==> src/rtl/mm_sequencer.sv <==
// Initiator for a 2x2 matrix multiplier. It loads eight operand bytes into the multiplier
// through sel_in/input_val/execute, then reads C00..C11 back onto a valid/ready result stream.
module mm_sequencer #(
    parameter int DW        = 8,
    parameter int RW        = 2*DW+1,
    parameter int CALC_WAIT = 1
) (
    input  logic          clk,
    input  logic          reset,
    input  logic          in_valid,
    output logic          in_ready,
    input  logic [DW-1:0] in_data,
    output logic          out_valid,
    input  logic          out_ready,
    output logic [RW-1:0] out_data,
    output logic [1:0]    out_idx,
    output logic          out_last,
    output logic          busy,
    output logic          done,
    output logic [2:0]    mm_sel_in,
    output logic [DW-1:0] mm_input_val,
    output logic          mm_execute,
    output logic [1:0]    mm_sel_out,
    input  logic [RW-1:0] mm_out
);

    localparam int WW = (CALC_WAIT < 2) ? 1 : $clog2(CALC_WAIT + 1);

    typedef enum logic [2:0] {IDLE, LOAD, CALC, SEL, EMIT} state_e;

    state_e        state_q, state_d;
    logic [2:0]    load_cnt_q, load_cnt_d;
    logic [WW-1:0] wait_cnt_q, wait_cnt_d;
    logic [1:0]    rd_idx_q, rd_idx_d;

    logic          in_ready_q, in_ready_d;
    logic          out_valid_q, out_valid_d;
    logic [RW-1:0] out_data_q, out_data_d;
    logic [1:0]    out_idx_q, out_idx_d;
    logic          out_last_q, out_last_d;
    logic          busy_q, busy_d;
    logic          done_q, done_d;
    logic [2:0]    mm_sel_in_q, mm_sel_in_d;
    logic [DW-1:0] mm_input_val_q, mm_input_val_d;
    logic          mm_execute_q, mm_execute_d;
    logic [1:0]    mm_sel_out_q, mm_sel_out_d;

    logic          accept;

    assign accept = in_valid && in_ready_q;

    always_comb begin
        // NOTE: every _d starts from its _q (or its idle value) so no branch can leave it unassigned and infer a latch.
        state_d        = state_q;
        load_cnt_d     = load_cnt_q;
        wait_cnt_d     = wait_cnt_q;
        rd_idx_d       = rd_idx_q;
        in_ready_d     = in_ready_q;
        out_valid_d    = out_valid_q;
        out_data_d     = out_data_q;
        out_idx_d      = out_idx_q;
        out_last_d     = out_last_q;
        done_d         = 1'b0;
        mm_sel_in_d    = mm_sel_in_q;
        mm_input_val_d = mm_input_val_q;
        mm_execute_d   = 1'b1;
        mm_sel_out_d   = mm_sel_out_q;

        case (state_q)
            IDLE, LOAD: begin
                // The byte index doubles as the multiplier register address.
                if (accept) begin
                    mm_sel_in_d    = load_cnt_q;
                    mm_input_val_d = in_data;
                    mm_execute_d   = 1'b0;
                    load_cnt_d     = load_cnt_q + 3'd1;
                    if (load_cnt_q == 3'd7) begin
                        in_ready_d = 1'b0;
                        wait_cnt_d = WW'(CALC_WAIT);
                        state_d    = CALC;
                    end else begin
                        in_ready_d = 1'b1;
                        state_d    = LOAD;
                    end
                end else begin
                    in_ready_d = 1'b1;
                end
            end
            CALC: begin
                wait_cnt_d = wait_cnt_q - WW'(1);
                if (wait_cnt_q == WW'(1)) begin
                    mm_sel_out_d = rd_idx_q;
                    state_d      = SEL;
                end
            end
            SEL: begin
                out_data_d  = mm_out;
                out_idx_d   = rd_idx_q;
                out_last_d  = (rd_idx_q == 2'd3);
                out_valid_d = 1'b1;
                state_d     = EMIT;
            end
            EMIT: begin
                if (out_ready) begin
                    out_valid_d = 1'b0;
                    if (rd_idx_q != 2'd3) begin
                        rd_idx_d     = rd_idx_q + 2'd1;
                        mm_sel_out_d = rd_idx_q + 2'd1;
                        state_d      = SEL;
                    end else begin
                        done_d     = 1'b1;
                        rd_idx_d   = 2'd0;
                        in_ready_d = 1'b1;
                        state_d    = IDLE;
                    end
                end
            end
            default: state_d = IDLE;
        endcase

        busy_d = (state_d != IDLE);
    end

    // NOTE: state updates use non-blocking assignments so every flop samples pre-edge values.
    always_ff @(posedge clk) begin
        if (reset) begin
            state_q        <= IDLE;
            load_cnt_q     <= '0;
            wait_cnt_q     <= '0;
            rd_idx_q       <= '0;
            in_ready_q     <= 1'b0;
            out_valid_q    <= 1'b0;
            out_data_q     <= '0;
            out_idx_q      <= '0;
            out_last_q     <= 1'b0;
            busy_q         <= 1'b0;
            done_q         <= 1'b0;
            mm_sel_in_q    <= '0;
            mm_input_val_q <= '0;
            mm_execute_q   <= 1'b1;
            mm_sel_out_q   <= '0;
        end else begin
            state_q        <= state_d;
            load_cnt_q     <= load_cnt_d;
            wait_cnt_q     <= wait_cnt_d;
            rd_idx_q       <= rd_idx_d;
            in_ready_q     <= in_ready_d;
            out_valid_q    <= out_valid_d;
            out_data_q     <= out_data_d;
            out_idx_q      <= out_idx_d;
            out_last_q     <= out_last_d;
            busy_q         <= busy_d;
            done_q         <= done_d;
            mm_sel_in_q    <= mm_sel_in_d;
            mm_input_val_q <= mm_input_val_d;
            mm_execute_q   <= mm_execute_d;
            mm_sel_out_q   <= mm_sel_out_d;
        end
    end

    assign in_ready     = in_ready_q;
    assign out_valid    = out_valid_q;
    assign out_data     = out_data_q;
    assign out_idx      = out_idx_q;
    assign out_last     = out_last_q;
    assign busy         = busy_q;
    assign done         = done_q;
    assign mm_sel_in    = mm_sel_in_q;
    assign mm_input_val = mm_input_val_q;
    assign mm_execute   = mm_execute_q;
    assign mm_sel_out   = mm_sel_out_q;

endmodule

==> config.mk <==
export PLATFORM = sky130hd
export DESIGN_NAME = mm_sequencer
export DESIGN_NICKNAME = d
export VERILOG_FILES = /design/src/rtl/mm_sequencer.sv
export SDC_FILE = /design/constraint.sdc
export NUM_CORES = 1
export LEC_CHECK = 0
export CAP_MARGIN = 0
export CORE_MARGIN = 2
export CORE_UTILIZATION = 45
export CTS_BUF_LIST = sky130_fd_sc_hd__clkbuf_8
export CTS_CLUSTER_DIAMETER = 30
export DETAILED_ROUTE_END_ITERATION = 6
export PLACE_DENSITY = 0.82
export SYNTH_ARGS = -nofsm -noshare
export SYNTH_HDL_FRONTEND = slang
export SYNTH_SLANG_ARGS = --single-unit
==> constraint.sdc <==
create_clock -name clk -period 3.2 [get_ports clk]
set_input_delay 0.48 -clock clk [delete_from_list [all_inputs] [get_ports clk]]
set_output_delay 0.48 -clock clk [all_outputs]
set_load 0.03 [all_outputs]
Yosys cells after proc, flatten, opt, wreduce, memory -nomap -nowiden
Index checks and enable logic that the tools add are counted.
{"block": "totals", "register_bits": 47, "mem_bits_rw": 0, "out_inout_bits": 38, "wordCells": 73, "in_bits": 29, "memories": 0, "rom_bits": 0, "latchBits": 0}
{"block": "op_classes", "mux": 23, "n_addsub": 3, "reduce_logical": 16, "bitwise": 3, "div_mod_pow": 0, "n_lt_le_gt_ge": 0, "shifts": 0, "eq_ne": 13, "mul": 0}
{"op": "$ne 2x2->1 const B", "n": 7}
{"op": "$mux 2", "n": 6}
{"op": "$pmux 3 s4", "n": 1}
{"op": "$mux 1", "n": 9}
{"op": "$mux 3", "n": 3}
{"op": "$reduce_bool 2->1", "n": 4}
{"op": "$eq 3x2->1 const B", "n": 2}
{"op": "$eq 3x3->1 const B", "n": 2}
{"op": "$pmux 1 s2", "n": 3}
{"op": "$reduce_and 2->1", "n": 3}
{"op": "$reduce_and 3->1", "n": 2}
{"op": "$pmux 2 s2", "n": 1}
{"op": "$reduce_and 4->1", "n": 1}
{"op": "$reduce_or 2->1", "n": 2}
{"op": "$add 3x1->3 const B", "n": 1}
{"op": "$eq 3x1->1 const B", "n": 1}
{"op": "$logic_not 3->1", "n": 1}
{"op": "$not 1->1", "n": 3}
{"op": "$reduce_bool 3->1", "n": 1}
{"op": "$reduce_or 3->1", "n": 1}
{"op": "$add 2x1->2 const B", "n": 1}
{"op": "$eq 2x2->1 const B", "n": 1}
{"op": "$logic_and 1x1->1", "n": 1}
{"op": "$sub 1x1->1 const B", "n": 1}

Logic depth before layout (Yosys ltp)
Gate-level depths: netlist (run 1).
{"block": "depth", "ltp_word": 5, "ltp_mapped": 7}

Worst setup path before layout (run 1)
Ideal clock, no wire load.
{"block": "synth_timing", "path_type": "reg-to-reg", "from": "reg rd_idx_q[0]", "to": "reg mm_sel_out_q[0], in the netlist mm_sel_out[0]", "required_ps": 3067, "arrival_ps": 1345, "n_path_buf": 0, "synth_period_minus_slack_ps": 1478, "slack_ps": 1722, "stages_incl_launch_ff": 6, "cell_sequence": "dfxtp_1 -> ha_1 -> or3b_1 -> a21oi_2 -> mux2i_1 -> a31oi_1"}
{"block": "synth_via", "elab_chain_cells": 4, "word_cells_on_any_way": 8, "classes_between": "add/sub (1); eq/ne (2); mux (4); reduce/logical (1)"}
{"element": "start: declaration", "line": "34", "source": "logic [1:0] rd_idx_q, rd_idx_d;"}
{"element": "start signal: assignment", "line": "146", "source": "rd_idx_q <= rd_idx_d;"}
{"element": "$add 2x1->2", "line": "108", "source": "mm_sel_out_d = rd_idx_q + 2'd1;"}
{"element": "$mux 2", "line": "106", "source": "if (rd_idx_q != 2'd3) begin"}
{"element": "$mux 2", "line": "104", "source": "if (out_ready) begin"}
{"element": "$pmux 2 s2", "line": "69", "source": "case (state_q)"}
{"element": "end signal: assignment", "line": "157", "source": "mm_sel_out_q <= mm_sel_out_d;"}
{"element": "end: declaration", "line": "46", "source": "logic [1:0] mm_sel_out_q, mm_sel_out_d;"}
Parallel ways exist; a longest one is shown, timed or not. The select of a mux whose other input is x is not followed.
A chain may end at the register's enable or synchronous reset.

Worst setup path after layout (run 1)
{"block": "layout_timing", "from": "reg in_ready_q, in the netlist in_ready", "to": "out in_ready"}
{"element": "start: declaration", "line": "36", "source": "logic in_ready_q, in_ready_d;"}
{"element": "start signal: assignment", "line": "147", "source": "in_ready_q <= in_ready_d;"}
{"element": "end: declaration", "line": "11", "source": "output logic in_ready,"}
No word-level cell between the ends.

==> results of run 1 <==
## per-stage QoR
stage	worst slack (ns)	instance area, um^2
final	1.28	2560
after global routing	1.24	2560
after CTS	1.28	2560
after detailed placement	1.28	2460
after global placement	1.30	2460
after floorplan	1.72	1810
## flip-flops by register name (all words and copies together), names as in the netlist
name / flops
mm_sel_out: 2
rd_idx_q: 2
out_data: 17
out_idx: 2
mm_input_val: 8
out_valid: 1
out_last: 1
wait_cnt_q: 1
load_cnt_q: 3
done: 1
mm_execute: 1
mm_sel_in: 3
in_ready: 1
busy: 1
state_q: 3
## metal layers
metal,global-route usage,part of all wire
met4,0.0842,0.0092
met5,0,0
met3,0.0467,0.047
met2,0.300,0.51
met1,0.221,0.44
## logic make-up (layout without fill, tap and decap cells)
kind of cell | count (synthesis) | in the layout | synth area share
buffers and inverters | 16 | 76 | 0.0443
AO/OA/AOI/OAI | 47 | 47 | 0.136
multiplexers | 2 | 2 | 0.0111
AND/OR/NAND/NOR | 104 | 104 | 0.262
flip-flops | 47 | 47 | 0.521
XOR/XNOR | 1 | 1 | 0.00485
adder cells (fa/ha/maj) | 3 | 3 | 0.0208
## path summary, 6_finish.rpt
kind                                    end  slack (ns)  cells past startpoint                      start
setup / recovery                   in_ready        1.28                      1      in_ready$_SDFFE_PP0P_
hold / removal    mm_sel_in[2]$_SDFFE_PP0P_        0.45                      2  mm_sel_in[2]$_SDFFE_PP0P_
setup reg to reg            busy$_SDFF_PP0_        1.48                      3      state_q[0]$_SDFF_PP0_
hold reg to reg   mm_sel_in[2]$_SDFFE_PP0P_        0.45                      2  mm_sel_in[2]$_SDFFE_PP0P_
## where the power goes
part | internal, W | leakage (nW) | switching, W
sequential | 0.000594 | 0.381 | 0.00000826
combinational | 0.0000508 | 0.450 | 0.0000437
clock | 0.000194 | 0.0557 | 0.000186
total | 0.000839 | 0.886 | 0.000238
## cell type report
class                           count  area (um^2)  area share
Clock buffer                        7         96.3      0.0376
Timing Repair Buffer               67          668       0.261
Multi-Input combinational cell    157          786       0.307
Tap cell                           50         62.6      0.0244
Sequential cell                    47          941       0.367
Clock inverter                      1         3.75     0.00147
Inverter                            1         3.75     0.00147
## cell usage after synthesis, types with 2 or more instances
cell type / number / share of area
sky130_fd_sc_hd__nand3b_1: 3 / 0.012
sky130_fd_sc_hd__mux2i_1: 2 / 0.011
sky130_fd_sc_hd__ha_1: 3 / 0.021
sky130_fd_sc_hd__nand2b_1: 3 / 0.010
sky130_fd_sc_hd__nand2_1: 69 / 0.14
sky130_fd_sc_hd__nor2b_1: 2 / 0.0069
sky130_fd_sc_hd__nand3_1: 3 / 0.0083
sky130_fd_sc_hd__a211oi_1: 2 / 0.0083
sky130_fd_sc_hd__nor4_1: 2 / 0.0069
sky130_fd_sc_hd__nor2_1: 12 / 0.025
sky130_fd_sc_hd__a21oi_1: 41 / 0.11
sky130_fd_sc_hd__clkbuf_1: 8 / 0.017
sky130_fd_sc_hd__buf_2: 4 / 0.011
sky130_fd_sc_hd__and3_1: 2 / 0.0069
sky130_fd_sc_hd__buf_4: 2 / 0.0083
sky130_fd_sc_hd__dfxtp_1: 47 / 0.52
## worst reg2reg max path: stages, from the launching register on
cell and delay, ns:
sky130_fd_sc_hd__dfxtp_1 0.57, sky130_fd_sc_hd__and3b_1 0.75, sky130_fd_sc_hd__a21oi_1 0.14, sky130_fd_sc_hd__o22ai_1 0.19
==> reports/summary.md, run 1 <==
The flow ran to the end, and the final reports show no timing, DRC or antenna violations. The fraction of the cycle the final worst path needs is 0.599, and the relative area change from synthesis to final layout is 41.8%. The logs give 0 ns for the total negative setup slack and 2 for the maximum clock path buffer count. The worst setup path is of the flip-flop to primary output kind. The initial core utilization was 0.458; the maximum number of pins on one net before global-route repair was 47. In this design, the stage delay of the slowest critical-path cell is 0.71 ns. STA puts the critical path data required time at 2.72 ns. For the overall fraction of global-route tracks in use, the log shows 0.181. Setup violations remaining at the end of the flow were counted as 0. 67 I/O pins were placed.

The number of inserted filler cells in the final layout is 347. The share of layout cells above drive strength 1 is 0.0357, and the count of standard-cell rows is 23. The first global-routing pass estimated 6190 um of wire. For this run, the number of Yosys warnings is 0.

At the pin with the least slew margin, the transition time is 0.792 ns. STA classifies the critical path startpoint as a flip-flop. The power density normalized to cell area is 420 nW/um^2, and the critical path data arrival time is 1.44 ns.

The number of clock buffers added by TritonCTS is 5. The remaining global-route overflow is 0. The slowest stage of the critical path belongs to the cell sky130_fd_sc_hd__clkdlybuf4s50_1. The worst setup path is captured at a primary output. The H-tree was split into 2 levels.

The top fanout value on the critical path was 7; the filler-free cell count of the finished design was 330. The count of distinct cell types in the synthesized netlist is 31. Walking the worst path, the cells encountered are clkdlybuf4s50_1. Summed over all nets, the half-perimeter wirelength after detailed placement is 2670 um.

In the routed layout, each cell is associated on average with a via count of 4.95. Overall power consumption after layout is estimated at 0.00108 W. The count of buffers inserted at the top-level ports works out to 66. For the final database, setup skew stands at 0.00290 ns. The logs give 1810 um^2 for the post-synth design cell area and 311 for the final net count. The shortest clock period the worst path allows after layout works out to 1.92 ns. 0 antenna diodes ended up in the layout. For this block, the initial DRC count from the detailed router was 64.

The number of setup buffers added after CTS is 0, and the peak clock frequency supported by timing is 0.522 GHz. The clock latency of the later-clocked register in the worst-skew pair came out at 0.29 ns. After detailed placement, the design holds a cell count of 322. Buffers inserted to repair hold after CTS numbered 0. The sequential fraction of the synthesis area is 0.521, and the residual antenna-violating net count after detailed routing is 0.

After clock tree synthesis, the clock-pin slew on the worst setup and hold paths is 0.08 ns. The run gives 47 as the clock sink count. The kind of cell with the highest combined delay along the critical path is buffers and inverters. Class of the worst hold path: flip-flop to flip-flop.

The floorplan step defined a core boundary enclosing 3940 um^2. The primary flip-flop cell chosen by synthesis mapping is sky130_fd_sc_hd__dfxtp_1. The number of detailed-routing iterations run before antenna repair was 4; the number of storage elements in the synthesis netlist was 47. The share of synthesized flip-flops with an asynchronous set or reset was 0.

The root buffer cell was sky130_fd_sc_hd__clkbuf_8. The logs give 220 for the cell count after synthesis and 1393 for the via count of the first global-routing pass. The tools report the detailed-route via count as 1634. The final design utilization is 0.650.

Leaving out fill and tap cells, the most frequent cell in the layout is sky130_fd_sc_hd__nand2_1. Counting flops with a built-in enable in the synthesized netlist gives 0. Setup repair after global routing left no endpoint under its margin. The die outline width works out to 67.4 um. TritonCTS built the clock tree. The die area is 4540 um^2, and the number of maximum-capacitance constraint violations is 0.

Dividing the detail-routed wire length by the instance count gives 11.9 um. The logs give 0.886 nW for the leakage power and 0 for the count of endpoints failing hold in the final timing report. After clock tree synthesis, the repair step resized 0 gates. The logs give 0.472 for the worst slew slack as a fraction of its limit and 0 for the initial antenna violation count. In the layout the commonest cells are sky130_fd_sc_hd__nand2_1 (69), sky130_fd_sc_hd__clkdlybuf4s50_1 (66), sky130_fd_sc_hd__dfxtp_1 (47), sky130_fd_sc_hd__a21oi_1 (41), sky130_fd_sc_hd__nor2_1 (12).

The tools report the maximum VDD drop as 0.290 mV. The critical path buffer and inverter count is 1, and the post-synthesis average cell area is 8.21 um^2. In the routed design, unresolved DRC markers number 0. The number of nets handed over by synthesis was 252. Across all hold checks on the routed design, the worst slack comes to 0.454 ns. The routed design has 3930 um of wire. The die is 67.4 um tall. The run gives 0 as the count of final max-slew check failures. The congestion estimate from routability-driven global placement came to 0.802.
Power figures use the tool's default switching activity.
==> inputs of run 2 (changes only) <==
==> constraint.sdc (replaced) <==
create_clock -name clk -period 2 [get_ports clk]
set_input_delay 0.3 -clock clk [delete_from_list [all_inputs] [get_ports clk]]
set_output_delay 0.3 -clock clk [all_outputs]
set_load 0.03 [all_outputs]
==> reports/summary.md, run 2 (synthesis gave the netlist of run 1 again) <==
The logs give 0.173 for the overall fraction of global-route tracks in use and 0 for the number of maximum-capacitance constraint violations. The flow ran to the end, and the final reports show no timing, DRC or antenna violations. The class of the worst hold path is flip-flop to flip-flop.

The run gives 0 as the antenna diode count. Critical path start-end classification: flip-flop to primary output. For this run, design rule violations remaining after detail routing come to 0. For the total setup violations reported at the end of the flow, the log shows 0. The routability congestion estimate came out at 0.838. Along the worst path, the maximum fanout reaches 7. The overall power was 0.00177 W. The core area was 3940 um^2. The first global-routing pass estimated 5990 um of wire.

The maximum number of pins on one net before global-route repair is 21. In the layout the commonest cells are sky130_fd_sc_hd__nand2_1 (69), sky130_fd_sc_hd__clkdlybuf4s50_1 (66), sky130_fd_sc_hd__dfxtp_1 (47), sky130_fd_sc_hd__a21oi_1 (41), sky130_fd_sc_hd__nor2_1 (12). Fill cells in the final layout number 335.

In the routed layout, each cell is associated on average with a via count of 4.93. From left edge to right edge, the die measures 67.4 um. The first routing iteration left 94 violations. The critical path buffer and inverter count is 1, and the number of buffers added to fix hold violations after cts is 0. The run gives 2 as the maximum clock path buffer count. The tree is rooted in a sky130_fd_sc_hd__clkbuf_8.

Among all stages on the critical path, the largest delay is contributed by sky130_fd_sc_hd__clkdlybuf4s50_1. The signal on the critical path passes through clkdlybuf4s50_1. The tools report the maximum VDD drop as 0.508 mV. The most frequent standard cell in the layout excluding fill and tap cells is sky130_fd_sc_hd__nand2_1. In this run the remaining antenna-violating nets after routing total 0. Remaining global-route overflow: 0. The clock-pin slew on the worst setup and hold paths is 0.08 ns. For the die area, the log shows 4540 um^2. The slew at the pin closest to its max-slew limit is 0.484 ns, and the filler-free cell count of the finished design is 334. The multi-input combinational cells in the finished layout cover a total of 786 um^2. The total negative setup slack came out at 0 ns. The clock reaches the later pin of the worst-skew pair after 0.29 ns. Counting the buffers created by CTS gives 5. For this block, the via count after detailed routing is 1647. The wire length on met1 came out at 1710 um.

The number of instances resized during post-cts repair came out at 0. TritonCTS built the clock tree. The worst setup path is launched from a flip-flop. The tools report the count of standard-cell rows as 23. Summed over all layers, the routed wires come to 3790 um. The tools report the category of the worst setup path capture point as a primary output. On the final layout, the worst clock skew is 0.00457 ns. In the detailed route, the total length drawn on met2 is 1860 um. Broken down by cell family, the worst path's largest delay share belongs to buffers and inverters. Registers take 941 um^2. Setup repair after global routing left no endpoint under its margin. The H-tree was split into 2 levels. The flip-flop count of the largest register after layout came out at 17.

Via count of the first global-routing pass: 1380. 67 I/O pins were placed. Derived from the worst setup path, the maximum achievable clock frequency is 0.584 GHz. Counting every sink on the clock net gives 47. In this design, the stage delay of the slowest critical-path cell is 0.71 ns. The run gives 0.677 as the worst slew slack as a fraction of its limit. The area growth from synthesis to layout is 44.0%. Hold timing on the final database bottoms out at a slack of 0.455 ns.

After detailed routing, no signal wire sits above met4. The run gives 175 um as the total length of routed met3 wires. Once detailed placement completed, the half-perimeter wirelength came to 2740 um. Dividing total power by cell area gives a power density of 679 nW/um^2.

Buffers added to address setup during post-CTS repair amount to 0. The y dimension of the die is 67.4 um. The critical path required time is 1.70 ns. The logs give 0 for the count of endpoints failing hold in the final timing report and 0.660 for the final design utilization. The number of detailed-routing iterations run before antenna repair is 4, and the shortest clock period the worst path allows after layout is 1.71 ns.

The logs give 0 for the count of final max-slew check failures and 0 for the initial antenna violation count. Dividing the detail-routed wire length by the instance count gives 11.3 um. In the final design database the tool counted 316 nets.

The share of layout cells above drive strength 1 is 0.0493. The initial core utilization came out at 0.458. The count of placed standard cells including taps was 327; the leakage power was 0.910 nW. In this run the tool buffered the top-level ports with 66 buffer cells.

Data arrives at the worst endpoint at 1.41 ns. Fraction of the cycle the final worst path needs: 0.856.
[run 2: cell types whose count changed in the layout (fill, tap and decap cells not counted)]
cell and change:
sky130_fd_sc_hd__bufinv_16 +1, sky130_fd_sc_hd__clkbuf_8 -2, sky130_fd_sc_hd__buf_4 +5
[run 2: path summary, 6_finish.rpt]
check / startpoint / endpoint / slack (ns) / cells past startpoint
max: in_ready$_SDFFE_PP0P_ / in_ready / 0.29 / 1
min: out_data[13]$_SDFFE_PP0N_ / out_data[13]$_SDFFE_PP0N_ / 0.46 / 2
max reg2reg: rd_idx_q[0]$_SDFFE_PP0P_ / mm_sel_out[0]$_SDFFE_PP0P_ / 0.39 / 5
min reg2reg: out_data[13]$_SDFFE_PP0N_ / out_data[13]$_SDFFE_PP0N_ / 0.46 / 2
[run 2: per-layer routing]
| metal | GRT usage | vias to the layer above |
|---|---|---|
| li1 | - | 853 |
| met1 | 0.222 | 749 |
| met2 | 0.275 | 38 |
| met3 | 0.0467 | 7 |
| met4 | 0.0689 | 0 |
| met5 | 0 | - |
[run 2: where the power goes]
group          switching, W  total [W]  leakage [nW]  internal [W]
Combinational     0.0000703   0.000155         0.474     0.0000851
Sequential        0.0000126   0.000963         0.381      0.000950
Clock              0.000287   0.000648        0.0554      0.000361
[run 2: per-stage QoR]
stage                     setup WS (ns)  area, um^2
after floorplan                   0.522        1810
after global placement            0.376        2500
after detailed placement          0.333        2500
after CTS                         0.265        2600
after global routing              0.228        2600
final                             0.287        2600
[run 2: cell type report]
| class | instances | area share |
|---|---|---|
| flip-flops and latches | 47 | 0.362 |
| inverters | 1 | 0.00144 |
| clock buffers | 5 | 0.0265 |
| repair buffers | 72 | 0.271 |
| well taps | 50 | 0.0241 |
| multi-input cells | 157 | 0.302 |
| clock inverters | 2 | 0.0130 |
